### config.mk
export PLATFORM = sky130hd
export DESIGN_NAME = stack_sequencer_flat
export DESIGN_NICKNAME = d
export VERILOG_FILES = /design/src/rtl/stack_sequencer_pkg.sv /design/src/rtl/stack_sequencer_if.sv /design/src/rtl/stack_sequencer_mask_priority_encoder.sv /design/src/rtl/stack_sequencer.sv /design/src/flat_wrapper.sv
export SDC_FILE = /design/constraint.sdc
export NUM_CORES = 1
export LEC_CHECK = 0
export CAP_MARGIN = 20
export CORE_MARGIN = 5
export CORE_UTILIZATION = 29
export CTS_CLUSTER_SIZE = 28
export DETAILED_ROUTE_END_ITERATION = 10
export GPL_ROUTABILITY_DRIVEN = 0
export PLACE_DENSITY = 0.85
export SYNTH_ARGS = -nofsm -noshare
export SYNTH_HDL_FRONTEND = slang
export SYNTH_SLANG_ARGS = --single-unit
### constraint.sdc
create_clock -name clock -period 2.7 [get_ports clock]
set_input_delay 0.675 -clock clock [delete_from_list [all_inputs] [get_ports clock]]
set_output_delay 0.675 -clock clock [all_outputs]
set_load 0.05 [all_outputs]
### src/rtl/stack_sequencer_pkg.sv
// stack_sequencer_pkg: shared types and constants for the stack push/pop sequencer
package stack_sequencer_pkg;
  localparam int NUM_REGS = 16;
  localparam int STACK_WORD_BYTES = 4;
  typedef logic [31:0] t_reg;
  typedef logic [$clog2(NUM_REGS)-1:0] t_reg_index;
  typedef logic [NUM_REGS-1:0] t_reg_mask;
  typedef enum logic [2:0] {IDLE, PUSH_DEC, PUSH_MEM, POP_MEM, FINISH} t_stack_state;
  function automatic t_reg_mask index_bit(t_reg_index i);
    return t_reg_mask'(1) << i;
  endfunction
endpackage

### src/rtl/stack_sequencer_if.sv
// stack_sequencer_if: decode command, register-file and memory-bus signals of the sequencer
interface stack_sequencer_if;
  import stack_sequencer_pkg::*;
  logic start;
  logic push_not_pop;
  t_reg_index sp_index;
  t_reg_mask reg_mask;
  logic busy;
  logic done;
  t_reg_index rf_read_index;
  t_reg rf_read_data;
  t_reg_index rf_sp_index;
  t_reg rf_sp_data;
  logic rf_write;
  t_reg_index rf_write_index;
  t_reg rf_write_data;
  logic rf_inc;
  logic rf_dec;
  t_reg_index rf_incdec_index;
  logic mem_req;
  logic mem_write;
  t_reg mem_address;
  t_reg mem_write_data;
  t_reg mem_read_data;
  logic mem_ack;
  modport master (
    input start, push_not_pop, sp_index, reg_mask, rf_read_data, rf_sp_data, mem_read_data, mem_ack,
    output busy, done, rf_read_index, rf_sp_index, rf_write, rf_write_index, rf_write_data,
    output rf_inc, rf_dec, rf_incdec_index, mem_req, mem_write, mem_address, mem_write_data
  );
  modport slave (
    output start, push_not_pop, sp_index, reg_mask, rf_read_data, rf_sp_data, mem_read_data, mem_ack,
    input busy, done, rf_read_index, rf_sp_index, rf_write, rf_write_index, rf_write_data,
    input rf_inc, rf_dec, rf_incdec_index, mem_req, mem_write, mem_address, mem_write_data
  );
endinterface

### src/rtl/stack_sequencer_mask_priority_encoder.sv
// mask_priority_encoder: picks the highest or lowest set bit of a register mask
module mask_priority_encoder
  import stack_sequencer_pkg::*;
(
  input  t_reg_mask  mask,
  input  logic       highest,
  output t_reg_index index,
  output logic       valid
);
  logic found;
  // ascending scan: the last hit wins for highest, the first hit wins for lowest
  always_comb begin
    index = '0;
    found = 1'b0;
    for (int i = 0; i < NUM_REGS; i++)
      if (mask[i] && (highest || !found)) begin
        index = t_reg_index'(i);
        found = 1'b1;
      end
  end
  assign valid = found;
endmodule

### src/rtl/stack_sequencer.sv
// stack_sequencer: multi-register push/pop controller driving register file and memory bus
module stack_sequencer
  import stack_sequencer_pkg::*;
(
  input logic clock,
  input logic reset,
  stack_sequencer_if.master bus
);
  t_stack_state state, state_next;
  logic dir;
  t_reg_index sp_idx;
  t_reg_mask mask, mask_next, start_mask, clr_mask;
  t_reg_index cur;
  logic cur_valid;
  // push walks from the top register down so a pop (bottom up) restores the same layout
  mask_priority_encoder enc (.mask(mask), .highest(dir), .index(cur), .valid(cur_valid));
  assign start_mask = bus.reg_mask & ~index_bit(bus.sp_index);
  assign clr_mask = mask & ~index_bit(cur);
  // state, working mask and the command latched at start
  always_ff @(posedge clock or negedge reset) begin
    if (!reset) begin
      state <= IDLE;
      mask <= '0;
      dir <= 1'b0;
      sp_idx <= '0;
    end else begin
      state <= state_next;
      mask <= mask_next;
      if (state == IDLE && bus.start) begin
        dir <= bus.push_not_pop;
        sp_idx <= bus.sp_index;
      end
    end
  end
  // next state and all bus/register-file strobes
  always_comb begin
    state_next = state;
    mask_next = mask;
    bus.busy = state != IDLE;
    bus.done = state == FINISH;
    bus.rf_sp_index = sp_idx;
    bus.rf_incdec_index = sp_idx;
    bus.rf_read_index = '0;
    bus.rf_write = 1'b0;
    bus.rf_write_index = '0;
    bus.rf_write_data = '0;
    bus.rf_inc = 1'b0;
    bus.rf_dec = 1'b0;
    bus.mem_req = 1'b0;
    bus.mem_write = 1'b0;
    bus.mem_address = '0;
    bus.mem_write_data = '0;
    case (state)
      IDLE: if (bus.start) begin
        mask_next = start_mask;
        state_next = |start_mask ? (bus.push_not_pop ? PUSH_DEC : POP_MEM) : FINISH;
      end
      PUSH_DEC: begin
        bus.rf_dec = 1'b1;
        state_next = PUSH_MEM;
      end
      PUSH_MEM: begin
        bus.mem_req = cur_valid;
        bus.mem_write = 1'b1;
        bus.mem_address = bus.rf_sp_data;
        bus.mem_write_data = bus.rf_read_data;
        bus.rf_read_index = cur;
        if (bus.mem_ack) begin
          mask_next = clr_mask;
          state_next = |clr_mask ? PUSH_DEC : FINISH;
        end
      end
      POP_MEM: begin
        bus.mem_req = cur_valid;
        bus.mem_address = bus.rf_sp_data;
        if (bus.mem_ack) begin
          bus.rf_write = 1'b1;
          bus.rf_write_index = cur;
          bus.rf_write_data = bus.mem_read_data;
          bus.rf_inc = 1'b1;
          mask_next = clr_mask;
          state_next = |clr_mask ? POP_MEM : FINISH;
        end
      end
      FINISH: state_next = IDLE;
      default: state_next = IDLE;
    endcase
  end
endmodule

### src/flat_wrapper.sv
// flat-port wrapper written by rule: the top's interface ports become plain ports
module stack_sequencer_flat import stack_sequencer_pkg::*;
  (clock, reset, bus_start, bus_push_not_pop, bus_sp_index, bus_reg_mask, bus_rf_read_data, bus_rf_sp_data, bus_mem_read_data, bus_mem_ack, bus_busy, bus_done, bus_rf_read_index, bus_rf_sp_index, bus_rf_write, bus_rf_write_index, bus_rf_write_data, bus_rf_inc, bus_rf_dec, bus_rf_incdec_index, bus_mem_req, bus_mem_write, bus_mem_address, bus_mem_write_data);
  stack_sequencer_if bus_i ();
  input logic clock;
  input logic reset;
  input wire logic [$bits(bus_i.start)-1:0] bus_start;
  input wire logic [$bits(bus_i.push_not_pop)-1:0] bus_push_not_pop;
  input wire logic [$bits(bus_i.sp_index)-1:0] bus_sp_index;
  input wire logic [$bits(bus_i.reg_mask)-1:0] bus_reg_mask;
  input wire logic [$bits(bus_i.rf_read_data)-1:0] bus_rf_read_data;
  input wire logic [$bits(bus_i.rf_sp_data)-1:0] bus_rf_sp_data;
  input wire logic [$bits(bus_i.mem_read_data)-1:0] bus_mem_read_data;
  input wire logic [$bits(bus_i.mem_ack)-1:0] bus_mem_ack;
  output wire logic [$bits(bus_i.busy)-1:0] bus_busy;
  output wire logic [$bits(bus_i.done)-1:0] bus_done;
  output wire logic [$bits(bus_i.rf_read_index)-1:0] bus_rf_read_index;
  output wire logic [$bits(bus_i.rf_sp_index)-1:0] bus_rf_sp_index;
  output wire logic [$bits(bus_i.rf_write)-1:0] bus_rf_write;
  output wire logic [$bits(bus_i.rf_write_index)-1:0] bus_rf_write_index;
  output wire logic [$bits(bus_i.rf_write_data)-1:0] bus_rf_write_data;
  output wire logic [$bits(bus_i.rf_inc)-1:0] bus_rf_inc;
  output wire logic [$bits(bus_i.rf_dec)-1:0] bus_rf_dec;
  output wire logic [$bits(bus_i.rf_incdec_index)-1:0] bus_rf_incdec_index;
  output wire logic [$bits(bus_i.mem_req)-1:0] bus_mem_req;
  output wire logic [$bits(bus_i.mem_write)-1:0] bus_mem_write;
  output wire logic [$bits(bus_i.mem_address)-1:0] bus_mem_address;
  output wire logic [$bits(bus_i.mem_write_data)-1:0] bus_mem_write_data;
  assign bus_i.start = bus_start;
  assign bus_i.push_not_pop = bus_push_not_pop;
  assign bus_i.sp_index = bus_sp_index;
  assign bus_i.reg_mask = bus_reg_mask;
  assign bus_i.rf_read_data = bus_rf_read_data;
  assign bus_i.rf_sp_data = bus_rf_sp_data;
  assign bus_i.mem_read_data = bus_mem_read_data;
  assign bus_i.mem_ack = bus_mem_ack;
  assign bus_busy = bus_i.busy;
  assign bus_done = bus_i.done;
  assign bus_rf_read_index = bus_i.rf_read_index;
  assign bus_rf_sp_index = bus_i.rf_sp_index;
  assign bus_rf_write = bus_i.rf_write;
  assign bus_rf_write_index = bus_i.rf_write_index;
  assign bus_rf_write_data = bus_i.rf_write_data;
  assign bus_rf_inc = bus_i.rf_inc;
  assign bus_rf_dec = bus_i.rf_dec;
  assign bus_rf_incdec_index = bus_i.rf_incdec_index;
  assign bus_mem_req = bus_i.mem_req;
  assign bus_mem_write = bus_i.mem_write;
  assign bus_mem_address = bus_i.mem_address;
  assign bus_mem_write_data = bus_i.mem_write_data;
  stack_sequencer u_core (.clock(clock), .reset(reset), .bus(bus_i));
endmodule
# ---- Yosys cells after proc, flatten, opt, wreduce, memory -nomap -nowiden
# Index checks and enable logic that the tools add are counted.
dict set report totals {
  in_bits 121
  wordCells 126
  ff_bits 24
}
dict set report classes {
  n_reduce_logical 54
  mux 54
  eq_ne 8
  n_bitwise 4
  shift 2
}
# op count
set op_table {}
lappend op_table {{$mux W32} 4}
lappend op_table {{$mux W4} 17}
lappend op_table {{$and A16 B16 Y16} 2}
lappend op_table {{$mux W16} 2}
lappend op_table {{$not A16 Y16} 2}
lappend op_table {{$pmux W16 S2} 1}
lappend op_table {{$reduce_or A16 Y1} 2}
lappend op_table {{$shl A1 B4 Y16 const A} 2}
lappend op_table {{$mux W1} 22}
lappend op_table {{$mux W3} 6}
lappend op_table {{$logic_and A1 B1 Y1} 16}
lappend op_table {{$logic_not A1 Y1} 15}
lappend op_table {{$logic_or A1 B1 Y1} 15}
lappend op_table {{$pmux W3 S4} 1}
lappend op_table {{$eq A3 B2 Y1 const B} 2}
lappend op_table {{$ne A2 B2 Y1 const B} 3}
lappend op_table {{$reduce_and A3 Y1} 2}
lappend op_table {{$eq A3 B1 Y1 const B} 1}
lappend op_table {{$eq A3 B3 Y1 const B} 1}
lappend op_table {{$logic_not A3 Y1} 1}
lappend op_table {{$reduce_bool A3 Y1} 1}
lappend op_table {{$mux W2} 1}
lappend op_table {{$ne A2 B1 Y1 const B} 1}
lappend op_table {{$reduce_bool A2 Y1} 1}
lappend op_table {{$reduce_or A2 Y1} 1}

# ---- Logic depth before layout (Yosys ltp)
dict set report depth {
  word_depth 68
  ltp_mapped 11
  depth_no_buf 9
}

# ---- Hierarchy
# From an unflattened synthesis, not the netlist that was laid out.
dict set report hier_totals {
  cells_unflattened 412
  area_unflattened_um2 2979.1
}
# module area_each_um2 cells_each n_inst
set by_module_without_submodules {}
lappend by_module_without_submodules {stack_sequencer 2517.4 342 1}
lappend by_module_without_submodules {mask_priority_encoder 461.7 70 1}

# ---- Least setup slack after synthesis
# No wires, ideal clock.
dict set report synth_timing {
  kind {flip-flop to output port}
  startpoint {register u_core.mask[8]}
  endpoint {output port bus_rf_read_index[0]}
  arrival_time_ns 2.802
  stages_incl_launch_ff 8
  setup_slack_ns -0.777
  path_cell_list {dfrtp_1 > clkbuf_1 > nor4_2 > nand3_1 > o21ai_0 > o21ai_1 > a22o_2 > nor3_1}
}
dict set report synth_between {
  elab_chain_cells 31
  elab_cells_between_ends 38
  cone_classes {mux: 16; reduce/logical: 22}
}
# element line
set synth_rtl {}
lappend synth_rtl {{start: declaration} stack_sequencer.sv:12} ;# t_reg_mask mask, mask_next, start_mask, clr_mask;
lappend synth_rtl {{start signal: assignment} stack_sequencer.sv:28} ;# mask <= mask_next;
lappend synth_rtl {{$logic_and A1 B1 Y1 *} stack_sequencer_mask_priority_encoder.sv:16} ;# if (mask[i] && (highest || !found)) begin
lappend synth_rtl {{$mux W1} stack_sequencer_mask_priority_encoder.sv:16}
lappend synth_rtl {{$logic_not A1 Y1} stack_sequencer_mask_priority_encoder.sv:16}
lappend synth_rtl {{$logic_or A1 B1 Y1} stack_sequencer_mask_priority_encoder.sv:16}
lappend synth_rtl {{$logic_and A1 B1 Y1} stack_sequencer_mask_priority_encoder.sv:16}
lappend synth_rtl {{$mux W1} stack_sequencer_mask_priority_encoder.sv:16}
lappend synth_rtl {{$logic_not A1 Y1} stack_sequencer_mask_priority_encoder.sv:16}
lappend synth_rtl {{$logic_or A1 B1 Y1} stack_sequencer_mask_priority_encoder.sv:16}
lappend synth_rtl {{[... 15 more ...]} --}
lappend synth_rtl {{$logic_or A1 B1 Y1} stack_sequencer_mask_priority_encoder.sv:16}
lappend synth_rtl {{$logic_and A1 B1 Y1} stack_sequencer_mask_priority_encoder.sv:16}
lappend synth_rtl {{$mux W1} stack_sequencer_mask_priority_encoder.sv:16}
lappend synth_rtl {{$logic_not A1 Y1} stack_sequencer_mask_priority_encoder.sv:16}
lappend synth_rtl {{$logic_or A1 B1 Y1} stack_sequencer_mask_priority_encoder.sv:16}
lappend synth_rtl {{$logic_and A1 B1 Y1} stack_sequencer_mask_priority_encoder.sv:16}
lappend synth_rtl {{$mux W4 *} stack_sequencer_mask_priority_encoder.sv:16}
lappend synth_rtl {{$mux W4 *} stack_sequencer.sv:53} ;# case (state)
lappend synth_rtl {{end: declaration} flat_wrapper.sv:17} ;# output wire logic [$bits(bus_i.rf_read_index)-1:0] bus_rf_read_index;
# Every way passes the cells marked *; elsewhere a longest branch is shown, timed or not.

# ---- Final worst setup path
dict set report layout_timing {
  startpoint {register u_core.mask[0]}
  endpoint {output port bus_rf_read_index[1]}
}
dict set report layout_between {
  elab_chain_cells 62
  elab_cells_between_ends 75
  cone_classes {mux: 30; reduce/logical: 45}
}
# element line
set layout_rtl {}
lappend layout_rtl {{$mux W1 *} stack_sequencer_mask_priority_encoder.sv:16}
lappend layout_rtl {{$logic_not A1 Y1} stack_sequencer_mask_priority_encoder.sv:16}
lappend layout_rtl {{$logic_or A1 B1 Y1} stack_sequencer_mask_priority_encoder.sv:16}
lappend layout_rtl {{$logic_and A1 B1 Y1} stack_sequencer_mask_priority_encoder.sv:16}
lappend layout_rtl {{$mux W1 *} stack_sequencer_mask_priority_encoder.sv:16}
lappend layout_rtl {{$logic_not A1 Y1} stack_sequencer_mask_priority_encoder.sv:16}
lappend layout_rtl {{$logic_or A1 B1 Y1} stack_sequencer_mask_priority_encoder.sv:16}
lappend layout_rtl {{$logic_and A1 B1 Y1} stack_sequencer_mask_priority_encoder.sv:16}
lappend layout_rtl {{[... 46 more ...]} --}
lappend layout_rtl {{$logic_or A1 B1 Y1} stack_sequencer_mask_priority_encoder.sv:16}
lappend layout_rtl {{$logic_and A1 B1 Y1} stack_sequencer_mask_priority_encoder.sv:16}
lappend layout_rtl {{$mux W1} stack_sequencer_mask_priority_encoder.sv:16}
lappend layout_rtl {{$logic_not A1 Y1} stack_sequencer_mask_priority_encoder.sv:16}
lappend layout_rtl {{$logic_or A1 B1 Y1} stack_sequencer_mask_priority_encoder.sv:16}
lappend layout_rtl {{$logic_and A1 B1 Y1} stack_sequencer_mask_priority_encoder.sv:16}
lappend layout_rtl {{$mux W4 *} stack_sequencer_mask_priority_encoder.sv:16}
lappend layout_rtl {{$mux W4 *} stack_sequencer.sv:53}
# Marked as above.

==> flow_summary.ini <==
[clock_tree]
cts_sinks = 24
cts_buffers = 3
clkSlewWorstSetupHoldPaths_ns = 0.08
htreeDepth = 1
cts_hold_buf = 0
clk_latency_ns = 0.27
tritoncts = done
cts-root-buf = clkbuf_8
cts_max_path_buffers = 2

[routing]
vias_per_cell = 5.46
route.detailed.drc = 0
vias = 4463
drtIter0Drc = 541
first_pass_iters = 6
final_antenna_net_count = 0
drt-total-wl_mm = 17.6
wl_per_cell_um = 21.5

[sta]
hold_viol = 0
worst_slack_ns = -0.453
finalClockSkew_ns = 0.00177
drv_slew = 0
tightest_slew_ns = 0.703
relSlewSlack = 0.527
clock.fmax_ghz = 0.317
fin_tns_setup_ns = -3.98
setup_viol_count_final = 18
finalCritPeriodShare = 1.17
finalCriticalPeriod_ns = 3.15
grt_setup_unrepaired = yes

[place]
dp_slack_ns = -0.444
dp_hpwl_mm = 14.3
portBuffers = 239

[hold_path]
min_from = u_core.bus.rf_incdec_index[0]$_DFFE_PN0P_
hold_path.class = flop to flop
hold_path_depth = 2
min_delay_worst_endpoint = u_core.bus.rf_incdec_index[0]$_DFFE_PN0P_

[floorplan]
die_h_um = 108
rows = 35
floorplan.die_area_sq_um = 11600
die_x_um = 108
pin_count = 240
initial_core_util = 0.299
core_sq_um = 9280

[setup_path]
arrival_ns = 2.48
r2r-end = u_core.state[1]$_DFFE_PN0P_
r2r_cells = 11
path_max_fanout = 3
reg2reg_slack_ns = -0.37
critical-path-top-delay-family = simple AND/OR/NAND/NOR gates
path_cells = buf_12, nor4_4, nand2_2, a2111oi_4, o21ai_1, o211ai_1, buf_4, and2_4, buf_12
cp_num_buf_inv = 3
critPathCaptureType = output port
crit_cells = 9
reg2reg_from = u_core.mask[6]$_DFFE_PN0P_
slowest_stage = dfrtp_2
start_kind = flop
cp.required_ns = 2.03
slowest_delay_ns = 0.44
critical_path_class = flop to output port
cpMostUsedCell = buf_12

[power_and_ir_drop]
swShare = 0.529
ir_drop_v = 0.000848
seqPwrFrac = 0.079
power.leakage_nw = 2.95
power.internal_mw = 4.55
p_comb_frac = 0.899
total_power_mw = 9.65
power_frac_clock = 0.022
powerDensity_nw_per_um2 = 1330
p_switching_mw = 5.11

[logic_synthesis]
synth-edff-count = 0
synth-simple-area-share = 0.408
synthFlopType = dfrtp_1
yosysWarningCount = 0
ys_seq_area_frac = 0.217
synth_seq_cells = 24
synth_fa_ha_area_frac = 0
netlist_area_sq_um = 2770
syn-num-nets = 511
synth_cell_types = 59
synth_top_family_by_area = simple AND/OR/NAND/NOR gates
synth_compound_gate_area_share = 0.290
muxShareOfSynthArea = 0.0199
postSynthAreaPerCell_sq_um = 7.11
syn_inst = 390
synthArstFlopShare = 1.00
synth-xor-area-share = 0

[finish]
fin_nets = 811
final_util = 0.782
drive_above_1_share = 0.382
final_cell_mix = clkdlybuf4s50_1 (128), buf_12 (107), and2_1 (95)
fillers = 567
area_growth_pct = 162
final_common_cell = clkdlybuf4s50_1

[outcome]
violations = setup timing
status = complete, but fails checks

[grt]
grt_max_degree = 38
grt_remaining_overflow = 0
grt_pass1_vias = 4561
grt_first_pass_wirelength_mm = 25.8
track_usage = 0.282
antenna_found_initial = 1

[flow_run]
cap_violations = 0
logic make-up (layout without fill, tap and decap cells):
| group | count (synthesis) | count (layout) |
|---|---|---|
| simple gates | 195 | 195 |
| compound gates | 125 | 125 |
| buf+inv | 41 | 339 |
| flops | 24 | 24 |
| mux | 5 | 5 |
| other cells | 0 | 1 |
worst reg2reg max path: cells and delay by family, from the launching register on:
| kind | cells | cell delay [ns] |
|---|---|---|
| DFF | 1 | 0.47 |
| buffers and inverters | 2 | 0.31 |
| and+or+nand+nor | 3 | 0.69 |
| AOI/OAI and AO/OA | 6 | 1.51 |
flip-flops by register name (all words and copies together) (netlist names):
register / flops
u_core.bus.rf_incdec_index: 4
u_core.dir: 1
u_core.state: 3
u_core.mask: 16
cell usage after synthesis (2+ instances only):
master	instances	area [sq um]
a21oi_1	20	100
nor2b_1	5	31.3
nand2b_1	11	68.8
or4_1	3	22.5
nand3_1	8	40.0
dfrtp_1	24	601
o21ai_0	56	280
a31o_1	2	17.5
a31oi_1	5	31.3
o31ai_1	7	52.6
or4_4	2	22.5
or2_2	2	12.5
inv_1	10	37.5
nor4_2	3	37.5
nor2_1	26	97.6
clkbuf_1	24	90.1
nand4_1	3	18.8
nor3_1	10	50.1
nor4_1	3	18.8
o22ai_1	6	37.5
o21ai_1	2	10.0
nand2_1	16	60.1
nor3b_1	2	15.0
buf_4	5	37.5
mux2_2	4	45.0
and2_1	98	613
per-layer routing:
metal	global-route usage	vias up	share of wire
met1	0.323	2072	0.35
met4	0.0911	0	0.047
met2	0.517	334	0.51
met5	0	-	0
met3	0.0588	78	0.092
li1	-	1979	-
area by class of cell:
cell class              instances  area, sq um  share of cell area
repair buffers                326         4170               0.575
multi-input cells             325         2240               0.308
flip-flops and latches         24          607              0.0836
diodes                          1         2.50            0.000345
inverters                      10         37.5             0.00517
well taps                     129          161              0.0222
clock buffers                   3         41.3             0.00569
power by group through the flow:
stage | Combinational, mW | Clock [mW] | Sequential, mW
after global routing | 8.99 | 0.232 | 0.775
after floorplan | 3.90 | 0 | 0.759
after global placement | 7.45 | 0 | 0.703
after detailed placement | 7.61 | 0 | 0.719
final | 8.68 | 0.213 | 0.759
after CTS | 8.16 | 0.211 | 0.725
repair_timing:
action,4_1_cts,5_1_grt
pin swaps,24,5
setup buffers,13,3
endpoints found under the hold margin,0,0
setup endpoints to repair,13,38
gates resized for setup,53,29
worst max path at each step:
stage                                   to                        from
2_1_floorplan        bus_rf_write_index[0]  u_core.mask[8]$_DFFE_PN0P_
3_3_place_gp   u_core.state[1]$_DFFE_PN0P_             bus_sp_index[2]
3_5_place_dp   u_core.state[1]$_DFFE_PN0P_             bus_sp_index[2]
4_1_cts               bus_rf_read_index[0]  u_core.mask[0]$_DFFE_PN0P_
5_1_grt               bus_rf_read_index[1]  u_core.mask[0]$_DFFE_PN0P_
6_report              bus_rf_read_index[1]  u_core.mask[0]$_DFFE_PN0P_
metrics by stage:
step,hold slack (ns),instance area [sq um],instances
5_1_grt,0.583,7260,818
3_5_place_dp,0.507,6830,800
4_1_cts,0.530,7130,815
2_1_floorplan,0.379,2800,390
6_report,0.530,7260,818
3_3_place_gp,0.507,6830,800
Power figures use the tool's default switching activity.
